<file path="src/rtl/stream_mux_arb.sv">
// stream_mux_arb: N-channel registered stream multiplexer with a built-in
// arbiter. Producers present words with valid/ready; one channel is granted
// per cycle and its word is captured into a single output register that
// drains to the consumer through its own valid/ready pair.
//
// Handshake rule (all ports): a word moves on a rising clock edge exactly
// when valid and ready are both 1 in the cycle before that edge. A producer
// may withdraw valid at any time; ready never depends on a lock, it is
// re-evaluated every cycle from the current valid inputs.
module stream_mux_arb #(
    parameter int N     = 4,
    parameter int WIDTH = 8,
    parameter int MODE  = 0,
    localparam int CHAN_W = (N > 1) ? $clog2(N) : 1
) (
    input  logic                 clk,
    input  logic                 rst,
    input  logic [N-1:0]         in_valid,
    input  logic [N*WIDTH-1:0]   in_data,
    output logic [N-1:0]         in_ready,
    output logic                 out_valid,
    output logic [WIDTH-1:0]     out_data,
    output logic [CHAN_W-1:0]    out_chan,
    input  logic                 out_ready
);

    // Output register and round-robin pointer (last granted channel).
    logic                r_out_valid;
    logic [WIDTH-1:0]    r_out_data;
    logic [CHAN_W-1:0]   r_out_chan;
    logic [CHAN_W-1:0]   r_ptr;

    // Arbitration results for the current cycle.
    logic                w_load_en;
    logic                w_any;
    logic [CHAN_W-1:0]   w_grant_idx;
    logic [N-1:0]        w_grant;
    logic [WIDTH-1:0]    w_sel_data;

    // The output register can take a new word when it is empty or when its
    // current word leaves this cycle; this is what allows one word per clock.
    always_comb begin
        w_load_en = ~r_out_valid | out_ready;
    end

    // Priority search. Round-robin starts just after the last granted
    // channel and wraps; fixed priority always starts at channel 0.
    always_comb begin
        logic [CHAN_W-1:0] w_cand;
        w_any       = 1'b0;
        w_grant_idx = '0;
        w_cand      = '0;
        for (int s = 0; s < N; s++) begin
            if (MODE == 1) begin
                w_cand = CHAN_W'(s);
            end else begin
                w_cand = CHAN_W'((int'(r_ptr) + 1 + s) % N);
            end
            if (!w_any && in_valid[w_cand]) begin
                w_any       = 1'b1;
                w_grant_idx = w_cand;
            end
        end
    end

    // One-hot grant vector and the granted channel's data word.
    always_comb begin
        w_grant    = '0;
        w_sel_data = '0;
        if (w_any) begin
            w_grant = N'(1) << w_grant_idx;
        end
        for (int i = 0; i < N; i++) begin
            if (w_any && (w_grant_idx == CHAN_W'(i))) begin
                w_sel_data = in_data[i*WIDTH +: WIDTH];
            end
        end
    end

    // Ready goes only to the granted channel, only when the output register
    // can load, and never while reset is held.
    always_comb begin
        in_ready = w_grant & {N{w_load_en}} & {N{~rst}};
    end

    // Output register and pointer: load on accept, empty when idle, hold on
    // stall. Reset discards any pending word.
    always_ff @(posedge clk or posedge rst) begin
        if (rst) begin
            r_out_valid <= 1'b0;
            r_out_data  <= '0;
            r_out_chan  <= '0;
            r_ptr       <= CHAN_W'(N - 1);
        end else if (w_load_en) begin
            if (w_any) begin
                r_out_valid <= 1'b1;
                r_out_data  <= w_sel_data;
                r_out_chan  <= w_grant_idx;
                r_ptr       <= w_grant_idx;
            end else begin
                r_out_valid <= 1'b0;
            end
        end
    end

    // Drive the registered outputs.
    always_comb begin
        out_valid = r_out_valid;
        out_data  = r_out_data;
        out_chan  = r_out_chan;
    end

    // Structural sanity: at most one ready, and only toward a valid producer.
    always @(posedge clk) begin
        if (!rst) begin
            assert ($onehot0(in_ready));
            assert ((in_ready & ~in_valid) == '0);
        end
    end

endmodule
</file>
<file path="config.mk">
export PLATFORM = sky130hd
export DESIGN_NAME = stream_mux_arb
export DESIGN_NICKNAME = d
export VERILOG_FILES = /design/src/rtl/stream_mux_arb.sv
export SDC_FILE = /design/constraint.sdc
export NUM_CORES = 1
export LEC_CHECK = 0
export ABC_AREA = 1
export BUFFER_PORTS_ARGS = -buffer_cell sky130_fd_sc_hd__buf_4
export CORE_UTILIZATION = 46
export DETAILED_ROUTE_END_ITERATION = 6
export PLACE_DENSITY = 0.79
export SETUP_SLACK_MARGIN = 0.2
export SLEW_MARGIN = 25
export SYNTH_ARGS = -nofsm -noshare
export SYNTH_HDL_FRONTEND = slang
export SYNTH_SLANG_ARGS = --single-unit
</file>
<file path="constraint.sdc">
create_clock -name clk -period 2.2 [get_ports clk]
set_input_delay 0.11 -clock clk [delete_from_list [all_inputs] [get_ports clk]]
set_output_delay 0.11 -clock clk [all_outputs]
set_load 0.02 [all_outputs]
</file>
==> results of run 1 <==
-- final cells by class --
class | count | area, um^2 | share of cell area
inverters | 20 | 85.08 | 0.03919
clock buffers | 3 | 22.52 | 0.01037
multi-input cells | 138 | 954.7 | 0.4398
clock inverters | 1 | 5.005 | 0.002305
flip-flops and latches | 13 | 327.8 | 0.1510
well taps | 28 | 35.03 | 0.01614
repair buffers | 86 | 740.7 | 0.3412
-- critical path: stages (launching register included) --
cell and delay [ns]:
dfstp_2 0.65, inv_4 0.09, nand2_1 0.12, nand2_2 0.08, nand2_2 0.10, nand2_4 0.08
nor2_8 0.17, nand4_1 0.19, nand3_4 0.24, nand2_8 0.08, buf_12 0.14, o21ai_1 0.15
inv_1 0.09, nand2_1 0.11, nand2_1 0.07
-- placed cells by master (no fill, tap or decap), types with 4 or more instances in the layout --
cell type	netlist	final
nand3_1	23	12
inv_1	15	14
nor2_4	2	4
o21ai_1	16	13
nand2_4	1	10
nand4_1	9	9
dfrtp_1	11	11
buf_4	3	72
nand2_2	6	17
nand3_2	0	9
nand2_1	68	47
buf_6	2	8
o21ai_2	1	4
-- registers in the layout, summed over array words and instances, names as in the netlist --
register   count
out_data       8
out_valid      1
out_chan       2
r_ptr          2
-- how the worst max path moves through the flow --
stage                        endpoint  cells after the start
after floorplan           in_ready[2]                     12
after global placement    out_data[7]                     15
after detailed placement  out_data[7]                     15
after CTS                 in_ready[0]                     11
after global routing      out_data[6]                     15
final                     out_data[4]                     14
-- stage by stage --
step / std cells / area (um^2) / util
6_report: 289 / 2171 / 0.9450
5_1_grt: 289 / 2171 / 0.9450
4_1_cts: 278 / 1847 / 0.8039
3_5_place_dp: 257 / 1609 / 0.7004
3_3_place_gp: 257 / 1609 / 0.7004
2_1_floorplan: 178 / 1181 / -
-- logic make-up after synthesis --
kind of cell	synth area share
simple gates	0.5214
buf+inv	0.1135
compound gates	0.08459
flops	0.2805
-- routing by layer --
metal,part of all wire,up-vias
met5,0,-
met1,0.32,825
met2,0.45,211
li1,-,752
met4,0.11,0
met3,0.12,97
-- timing repair --
item,CTS,global route
cloned,0,2
setup endpoints to repair,15,17
hold buffers,1,0
setup buffers,16,9
resized for setup,19,53
hold endpoints to repair,11,0
pin swaps,9,26
==> results.tsv, run 1 <==
stage	metric	value	unit
die	die height	52.41	um
clock_tree	Root Driver	clkbuf_4	
worst_setup_path	Worst Path Arrival	2.66	ns
timing	worst rel slew slack	0.7375	
timing	worst hold-check slack	0.1490	ns
detailed_routing	Avg WL per Cell	22.38	um
placed_design	number of port buffers	53	
worst_setup_path	crit path launch	r_ptr[0]	
clock_tree	CTS tree	done	
timing	Fin. Hold Viols	0	
placed_design	post-DP HPWL	2614	um
outcome	status	finished with violations	
clock_tree	Clock Latency Late Sink	0.27	ns
synth	largest area contributor in the netlist	dfrtp_1	
final_layout	total of fill cells in the finished design	73	
die	Die W	52.41	um
timing	clock skew	0.005789	ns
timing	setup TNS	-2.620	ns
timing	final worst path period share	1.139	
detailed_routing	via count	1885	
synth	synthesized area per cell	6.565	um^2
outcome	failing checks	design-rule violations, negative setup slack	
synth	post-synthesis sequential area ratio	0.2805	
timing	RSZ-0062 raised after global routing	true	
final_layout	Layout area overhead	85.76	%
synth	Synth Flop Type	dfrtp_1	
clock_tree	Sinks on Clock Net	13	
final_layout	ANT cells	0	
die	Rows	17	
die	core footprint	0.002297	mm^2
clock_tree	CTS clk-pin slew, worst paths	0.08	ns
synth	ys async rst share	1.000	
global_routing	vias in the first global route	1368	
worst_hold_path	HP Class	in -> reg	
detailed_routing	drt first pass iters	7	
synth	most common cell in the netlist	nand2_1	
global_routing	global router's overall resource usage	0.3038	
synth	synthesized area	0.001169	mm^2
worst_setup_path	CP Max Fanout	8	
worst_setup_path	worst r2r src	r_ptr[0]	
synth	synth warn	0	
worst_setup_path	R2R Path End	out_data[4]	
clock_tree	CTS buffer count	3	
global_routing	grt ovf	0	
global_routing	pin count of the biggest net entering global routing	17	
worst_setup_path	Critical Setup Path Class	reg -> reg	
synth	number of synthesized register bits	13	
synth	Synth area leaders	dfrtp_1, nand2_1, nand3_1	
synth	Post-synth EDFFs	0	
detailed_routing	overall routed net length	6467	um
timing	Final setup violation count	12	
timing	worst-margin pin slew	0.3928	ns
detailed_routing	vias per cell	6.522	
timing	fin worst setup slack	-0.3061	ns
detailed_routing	initial drt markers	182	
global_routing	M2 GR Usage	0.5338	
global_routing	initial antenna violation count	0	
worst_setup_path	Worst R2R Path Depth	14	
synth	Post-Syn Instances	178	
final_layout	fraction of layout cells with a size suffix above 1	0.5862	
timing	fmax	399.0	MHz
worst_hold_path	hold-critical path depth	5	
final_layout	Nets	301	
clock_tree	H-Tree Depth	1	
worst_setup_path	Critical Path RT	2.36	ns
global_routing	grt met3 use	0.02029	
worst_setup_path	FF-to-FF setup slack	-0.31	ns
worst_hold_path	Hold Crit Endpoint	out_data[0]	
die	I/O pin count	54	
synth	Yosys top cell area share	0.2355	
die	Initial Util	0.5087	
timing	max-slew violation count	0	
worst_setup_path	CP Launch Type	flip-flop	
global_routing	GR peak layer	met2	
global_routing	first-pass GRT wire length	6168	um
global_routing	M1 GR Usage	0.3914	
detailed_routing	Post-DRT Antenna Nets	0	
timing	fin crit period	2.506	ns
clock_tree	CTS max path bufs	2	
die	Die Area	0.002746	mm^2
detailed_routing	DRC violations left	2	
synth	Post-Syn Nets	217	
placed_design	worst slack at placement	-0.03935	ns
worst_hold_path	HP Start	in_data[24]	
worst_setup_path	critical path capture point type	flip-flop	
placed_design	RD Place Congestion	0.9306	
synth	commonest cells in the netlist	nand2_1, nand3_1, o21ai_1	
synth	Cell variety after synth	23	
run	Max-Cap Viols	0	
Power of run 1 is not shown: default switching activity piles up to over one toggle a cycle in this logic, so the estimate is an artifact.
==> run 2: changes to the inputs <==
--- a/config.mk
+++ b/config.mk
@@ -11,6 +11,7 @@
 export DETAILED_ROUTE_END_ITERATION = 6
 export PLACE_DENSITY = 0.79
 export SETUP_SLACK_MARGIN = 0.2
+export SKIP_CTS_REPAIR_TIMING = 1
 export SLEW_MARGIN = 25
 export SYNTH_ARGS = -nofsm -noshare
 export SYNTH_HDL_FRONTEND = slang
==> run 2 against run 1 <==
  * The flow finishes with violations (negative setup slack)
  * Global-route usage down 4.4 points
  * Count of clock-buffer cells in the layout unchanged
  * Register-to-register slack improved by 0.09 ns
  * Cell count up 1.4%
  * Via count down 2.4%
  * Critical path depth is the same
  * Sequential share of layout area up 0.42 points
  * Critical path type is now reg -> out
  * Critical endpoint is now in_ready[0]
==> results.tsv, run 2 (synthesis results as in run 1) <==
stage	metric	value	unit	change
global_routing	pin count of the biggest net entering global routing	20		was 17
detailed_routing	Post-DRT Antenna Nets	0		unchanged
worst_hold_path	hold-critical path depth	5		unchanged
final_layout	Layout area overhead	80.73	%	was 85.76%
final_layout	ANT cells	0		unchanged
die	Die W	52.41	um	unchanged
clock_tree	CTS buffer count	3		unchanged
final_layout	Largest register FFs	8		unchanged
timing	clock skew	0.002306	ns	was 0.005789 ns
worst_hold_path	HP Class	in -> reg		unchanged
global_routing	first-pass GRT wire length	5361	um	was 6168 um
worst_setup_path	CP Launch Type	flip-flop		unchanged
clock_tree	Clock Latency Late Sink	0.28	ns	was 0.27 ns
clock_tree	CTS max path bufs	2		unchanged
run	Max-Cap Viols	0		unchanged
worst_hold_path	HP Start	in_data[25]		was in_data[24]
die	die height	52.41	um	unchanged
die	Initial Util	0.5087		unchanged
clock_tree	CTS clk-pin slew, worst paths	0.08	ns	about the same
placed_design	number of port buffers	53		unchanged
worst_setup_path	delay-heaviest family, CP	simple AND/OR/NAND/NOR gates		unchanged
worst_setup_path	CP Max Fanout	7		was 8
timing	worst rel slew slack	0.7629		was 0.7375
worst_setup_path	WP buf/inv	4		was 3
global_routing	vias in the first global route	1201		was 1368
die	core footprint	0.002297	mm^2	unchanged
detailed_routing	DRC violations left	0		was 2
timing	fmax	402.5	MHz	was 399.0 MHz
placed_design	placed instance count	257		unchanged
final_layout	Nets	305		was 301
detailed_routing	Avg WL per Cell	20.41	um	was 22.38 um
final_layout	fin cells	293		was 289
worst_setup_path	Worst Path Arrival	2.37	ns	was 2.66 ns
timing	Final setup violation count	12		unchanged
worst_setup_path	critical path capture point type	primary output		was flip-flop
final_layout	Layout Utilization	0.9194		was 0.9450
timing	RSZ-0062 raised after global routing	true		unchanged
clock_tree	CTS tree	done		unchanged
detailed_routing	initial drt markers	182		unchanged
worst_setup_path	most used cell, CP	nand2_1		unchanged
outcome	failing checks	negative setup slack		was design-rule violations, negative setup slack
placed_design	RD Place Congestion	0.9306		unchanged
detailed_routing	drt first pass iters	5		was 7
outcome	status	finished with violations		unchanged
global_routing	grt ovf	0		unchanged
worst_setup_path	Critical Path RT	2.09	ns	was 2.36 ns
detailed_routing	overall routed net length	5979	um	was 6467 um
worst_setup_path	FF-to-FF setup slack	-0.22	ns	was -0.31 ns
timing	final worst path period share	1.129		was 1.139
placed_design	post-DP HPWL	2614	um	unchanged
timing	max-slew violation count	0		unchanged
final_layout	commonest non-fill, non-tap cells in the layout	buf_4, nand2_1, nand3_1, o21ai_1, nand2_2		was buf_4, nand2_1, nand2_2, inv_1, o21ai_1
die	Die Area	0.002746	mm^2	unchanged
timing	fin worst setup slack	-0.2846	ns	was -0.3061 ns
clock_tree	Sinks on Clock Net	13		unchanged
timing	Fin. Hold Viols	0		unchanged
clock_tree	Root Driver	clkbuf_4		unchanged
detailed_routing	via count	1839		was 1885
die	I/O pin count	54		unchanged
placed_design	worst slack at placement	-0.03935	ns	unchanged
worst_setup_path	Critical Setup Path Class	reg -> out		was reg -> reg
final_layout	fraction of layout cells with a size suffix above 1	0.5434		was 0.5862
detailed_routing	vias per cell	6.276		was 6.522
timing	worst-margin pin slew	0.3547	ns	was 0.3928 ns
timing	worst hold-check slack	0.1349	ns	was 0.1490 ns
die	Rows	17		unchanged
worst_setup_path	critical path, cell by cell	clkinv_4 > buf_6 > nand2_1 > nand2_1 > nand2_1 > nand2_1 > nand3_1 > nand2_1 > inv_2 > nand2_4 > nor2_4 > nand3_2 > nor2_2 > buf_6		was inv_4 > nand2_1 > nand2_2 > nand2_2 > nand2_4 > nor2_8 > nand4_1 > nand3_4 > nand2_8 > buf_12 > o21ai_1 > inv_1 > nand2_1 > nand2_1
worst_setup_path	worst r2r src	r_ptr[0]		unchanged
global_routing	global router's overall resource usage	0.2594		was 0.3038
final_layout	most common cell after layout, fill and taps aside	buf_4		unchanged
global_routing	initial antenna violation count	0		unchanged
clock_tree	H-Tree Depth	1		unchanged
worst_setup_path	critical path's slowest cell	dfstp_2		unchanged
worst_setup_path	R2R Path End	out_data[0]		was out_data[4]
worst_setup_path	CP peak stage delay	0.61	ns	was 0.65 ns
worst_hold_path	Hold Crit Endpoint	out_data[1]		was out_data[0]
timing	fin crit period	2.485	ns	was 2.506 ns
worst_setup_path	Worst R2R Path Depth	15		was 14
## run 2: worst max path at each step
stage,to,startpoint,depth (start not counted)
final,in_ready[0],r_ptr[0],14
after floorplan,in_ready[2],r_ptr[0],12
after detailed placement,out_data[7],r_ptr[0],15
after global placement,out_data[7],r_ptr[0],15
after CTS,in_ready[3],r_ptr[0],13
after global routing,in_ready[0],r_ptr[0],14
## run 2: layer usage
metal | vias up | routed length [um] | track usage | part of all wire
met1 | 831 | 2088 | 0.3680 | 0.35
met3 | 62 | 711 | 0.02029 | 0.12
met2 | 189 | 2740 | 0.4135 | 0.46
li1 | 757 | - | - | -
met4 | 0 | 439 | 0.08333 | 0.073
met5 | - | 0 | 0 | 0
## run 2: metrics by stage
stage / setup TNS, ns / instance area, um^2
floorplan: 0 / 1181
global placement: 0 / 1609
detailed placement: -0.06154 / 1609
CTS: -1.138 / 1637
global route: -3.174 / 2112
finish: -2.386 / 2112
## run 2: area by class of cell
class / instances / area, um^2
clock buffers: 3 / 22.52
repair buffers: 90 / 753.2
clock inverters: 1 / 5.005
fillers: 90 / 185.2
inverters: 20 / 87.58
flip-flops and latches: 13 / 327.8
well taps: 28 / 35.03
multi-input cells: 138 / 880.8
## run 2: worst min-delay path: cells and delay by family
family,cells,cell delay [ns]
buf+inv,2,0.11
compound gates,1,0.06
simple gates,2,0.11
Power of run 2 is left out for the same reason.
==> run 3: changes to the inputs <==
--- a/config.mk
+++ b/config.mk
@@ -7,12 +7,12 @@
 export LEC_CHECK = 0
 export ABC_AREA = 1
 export BUFFER_PORTS_ARGS = -buffer_cell sky130_fd_sc_hd__buf_4
-export CORE_UTILIZATION = 46
+export CELL_PAD_IN_SITES_DETAIL_PLACEMENT = 0
+export CELL_PAD_IN_SITES_GLOBAL_PLACEMENT = 1
+export CORE_UTILIZATION = 31
 export DETAILED_ROUTE_END_ITERATION = 6
-export PLACE_DENSITY = 0.79
-export SETUP_SLACK_MARGIN = 0.2
+export PLACE_DENSITY_LB_ADDON = 0.1
 export SKIP_CTS_REPAIR_TIMING = 1
-export SLEW_MARGIN = 25
 export SYNTH_ARGS = -nofsm -noshare
 export SYNTH_HDL_FRONTEND = slang
 export SYNTH_SLANG_ARGS = --single-unit
==> run 3 against run 2 <==
  * The run still ends with negative setup slack left
  * Non-clock buffer count down 12
  * Worst hold slack better by 0.034 ns
  * Critical path depth down 3
  * Design area down 11%
  * Register-to-register slack better by 0.21 ns
  * Largest cell class unchanged
==> results.tsv, run 3 (synthesis results as in run 1) <==
stage	metric	value	unit	change
final_layout	total of fill cells in the finished design	360		was 90
clock_tree	CTS max path bufs	2		unchanged
worst_setup_path	critical path capture point type	primary output		unchanged
die	Die W	63.40	um	was 52.41 um
placed_design	post-DP HPWL	2628	um	was 2614 um
final_layout	Layout area overhead	61.24	%	was 80.73%
worst_setup_path	worst r2r src	r_ptr[0]		unchanged
die	Rows	21		was 17
worst_hold_path	HP Start	in_data[30]		was in_data[25]
global_routing	initial antenna violation count	0		unchanged
worst_setup_path	Worst Path Arrival	2.12	ns	was 2.37 ns
timing	fin crit period	2.231	ns	was 2.485 ns
timing	RSZ-0062 raised after global routing	true		unchanged
outcome	failing checks	negative setup slack		unchanged
detailed_routing	vias per cell	4.837		was 6.276
placed_design	RD Place Congestion	0.8070		was 0.9306
timing	Fin. Hold Viols	0		unchanged
worst_setup_path	Critical Setup Path Class	reg -> out		unchanged
final_layout	ANT cells	0		unchanged
power_and_ir_drop	Power Dens Cells	2041	mW/mm^2	
power_and_ir_drop	P_sw	1.974	mW	
worst_setup_path	CP Launch Type	flip-flop		unchanged
power_and_ir_drop	Worst VDD drop	0.0009758	V	
final_layout	storage element area	327.8	um^2	unchanged
final_layout	fraction of layout cells with a size suffix above 1	0.4488		was 0.5434
timing	fmax	448.2	MHz	was 402.5 MHz
global_routing	pin count of the biggest net entering global routing	20		unchanged
worst_hold_path	HP Class	in -> reg		unchanged
die	Initial Util	0.3369		was 0.5087
detailed_routing	Post-DRT Antenna Nets	0		unchanged
power_and_ir_drop	Reg power frac	0.122		
final_layout	Largest register FFs	8		unchanged
worst_setup_path	CP Max Fanout	11		was 7
clock_tree	H-Tree Depth	1		unchanged
timing	max-slew violation count	0		unchanged
placed_design	number of port buffers	53		unchanged
power_and_ir_drop	Sw Ratio	0.5134		
detailed_routing	Avg WL per Cell	11.92	um	was 20.41 um
placed_design	worst slack at placement	0.06623	ns	was -0.03935 ns
die	core footprint	0.003468	mm^2	was 0.002297 mm^2
final_layout	Multi-input gate area	769.5	um^2	was 880.8 um^2
final_layout	most common cell after layout, fill and taps aside	buf_4		unchanged
detailed_routing	drt first pass iters	4		was 5
power_and_ir_drop	Leak Pwr	1.038	nW	
timing	final worst path period share	1.014		was 1.129
clock_tree	Clock Latency Late Sink	0.24	ns	was 0.28 ns
power_and_ir_drop	total power	3.846	mW	
detailed_routing	overall routed net length	3577	um	was 5979 um
detailed_routing	initial drt markers	74		was 182
global_routing	first-pass GRT wire length	5402	um	was 5361 um
clock_tree	Root Driver	clkbuf_8		was clkbuf_4
worst_hold_path	hold-critical path depth	5		unchanged
outcome	status	finished with violations		unchanged
die	Die Area	0.004020	mm^2	was 0.002746 mm^2
timing	fin worst setup slack	-0.03110	ns	was -0.2846 ns
power_and_ir_drop	Combinational Power Share	0.823		
clock_tree	Sinks on Clock Net	13		unchanged
final_layout	Nets	294		was 305
clock_tree	CTS tree	done		unchanged
timing	worst-margin pin slew	0.2613	ns	was 0.3547 ns
die	I/O pin count	54		unchanged
timing	Final setup violation count	4		was 12
detailed_routing	via count	1451		was 1839
power_and_ir_drop	Clk pwr share	0.055		
global_routing	grt ovf	0		unchanged
worst_setup_path	FF-to-FF setup slack	-0.01	ns	was -0.22 ns
global_routing	global router's overall resource usage	0.1672		was 0.2594
die	die height	63.40	um	was 52.41 um
clock_tree	CTS buffer count	3		unchanged
power_and_ir_drop	cell internal pwr	1.871	mW	
clock_tree	CTS clk-pin slew, worst paths	0.06	ns	was 0.08 ns
final_layout	commonest non-fill, non-tap cells in the layout	buf_4, nand2_1, nand3_1, o21ai_1, inv_1		was buf_4, nand2_1, nand3_1, o21ai_1, nand2_2
worst_setup_path	R2R Path End	out_data[1]		was out_data[0]
worst_setup_path	Critical Path RT	2.09	ns	about the same
worst_setup_path	Worst R2R Path Depth	15		unchanged
detailed_routing	DRC violations left	0		unchanged
global_routing	vias in the first global route	1318		was 1201
timing	clock skew	0.003231	ns	was 0.002306 ns
worst_hold_path	Hold Crit Endpoint	out_data[6]		was out_data[1]
run	Max-Cap Viols	0		unchanged
timing	worst rel slew slack	0.8254		was 0.7629
## run 3: changes by cell type in the layout (fill, tap and decap cells not counted), sizes merged
cell    delta
buf       -11
inv        +1
clkbuf     -1
## run 3: worst max-delay path by stage
| stage | from | end | slack [ns] | cells after the start |
|---|---|---|---|---|
| after detailed placement | r_ptr[0] | out_data[7] | 0.07 | 15 |
| final | r_ptr[0] | in_ready[3] | -0.03 | 11 |
| after global routing | r_ptr[0] | out_data[1] | -0.14 | 15 |
| after global placement | r_ptr[0] | out_data[7] | 0.12 | 15 |
| after floorplan | r_ptr[0] | in_ready[2] | 0.04 | 12 |
| after CTS | r_ptr[0] | in_ready[3] | -0.13 | 13 |
## run 3: per-layer routing
metal  wire length [um]  share of wire  vias to the layer above  track usage
met1               1560           0.44                      655       0.2060
met3                175          0.049                        2      0.02717
met2               1826           0.51                       59       0.3098
met5                  0              0                        -            0
met4                 14         0.0039                        0      0.01705
li1                   -              -                      735            -
## run 3: stage by stage
stage               TNS (ns)  hold WS, ns  cell area, um^2  utilization  cells
floorplan                  0    -0.006276             1169            -    178
global placement           0       0.1147             1622       0.4675    277
detailed placement         0       0.1258             1622       0.4675    277
CTS                  -0.3983      -0.1332             1668       0.4809    281
global route         -0.9563       0.1975             1884       0.5433    300
finish              -0.06210       0.1688             1884       0.5433    300
## run 3: area by class of cell
cell class	count	share of cell area
Tap cell	46	0.03054
Timing Repair Buffer	78	0.3161
Sequential cell	13	0.1740
Inverter	20	0.04382
Multi-Input combinational cell	138	0.4084
Timing Repair inverter	1	0.002656
Clock inverter	1	0.002656
Clock buffer	3	0.02191
## run 3: power by group through the flow
stage	combinational [mW]	sequential [mW]	clock, mW
after floorplan	1.77	0.570	0
after global placement	2.42	0.467	0
after detailed placement	2.45	0.471	0
after CTS	2.46	0.469	0.216
after global routing	3.45	0.486	0.233
final	3.17	0.469	0.210
## run 3: worst max-delay path, stage by stage (launching register included)
cell	delay [ns]
dfstp_2	0.60
inv_4	0.08
nand2_2	0.08
nand2_4	0.08
nand2_4	0.09
nand2_4	0.07
nor2_8	0.16
nand4_1	0.16
nand3_4	0.21
nand2_4	0.12
nor2_4	0.10
buf_6	0.12
Power figures use the tool's default switching activity.
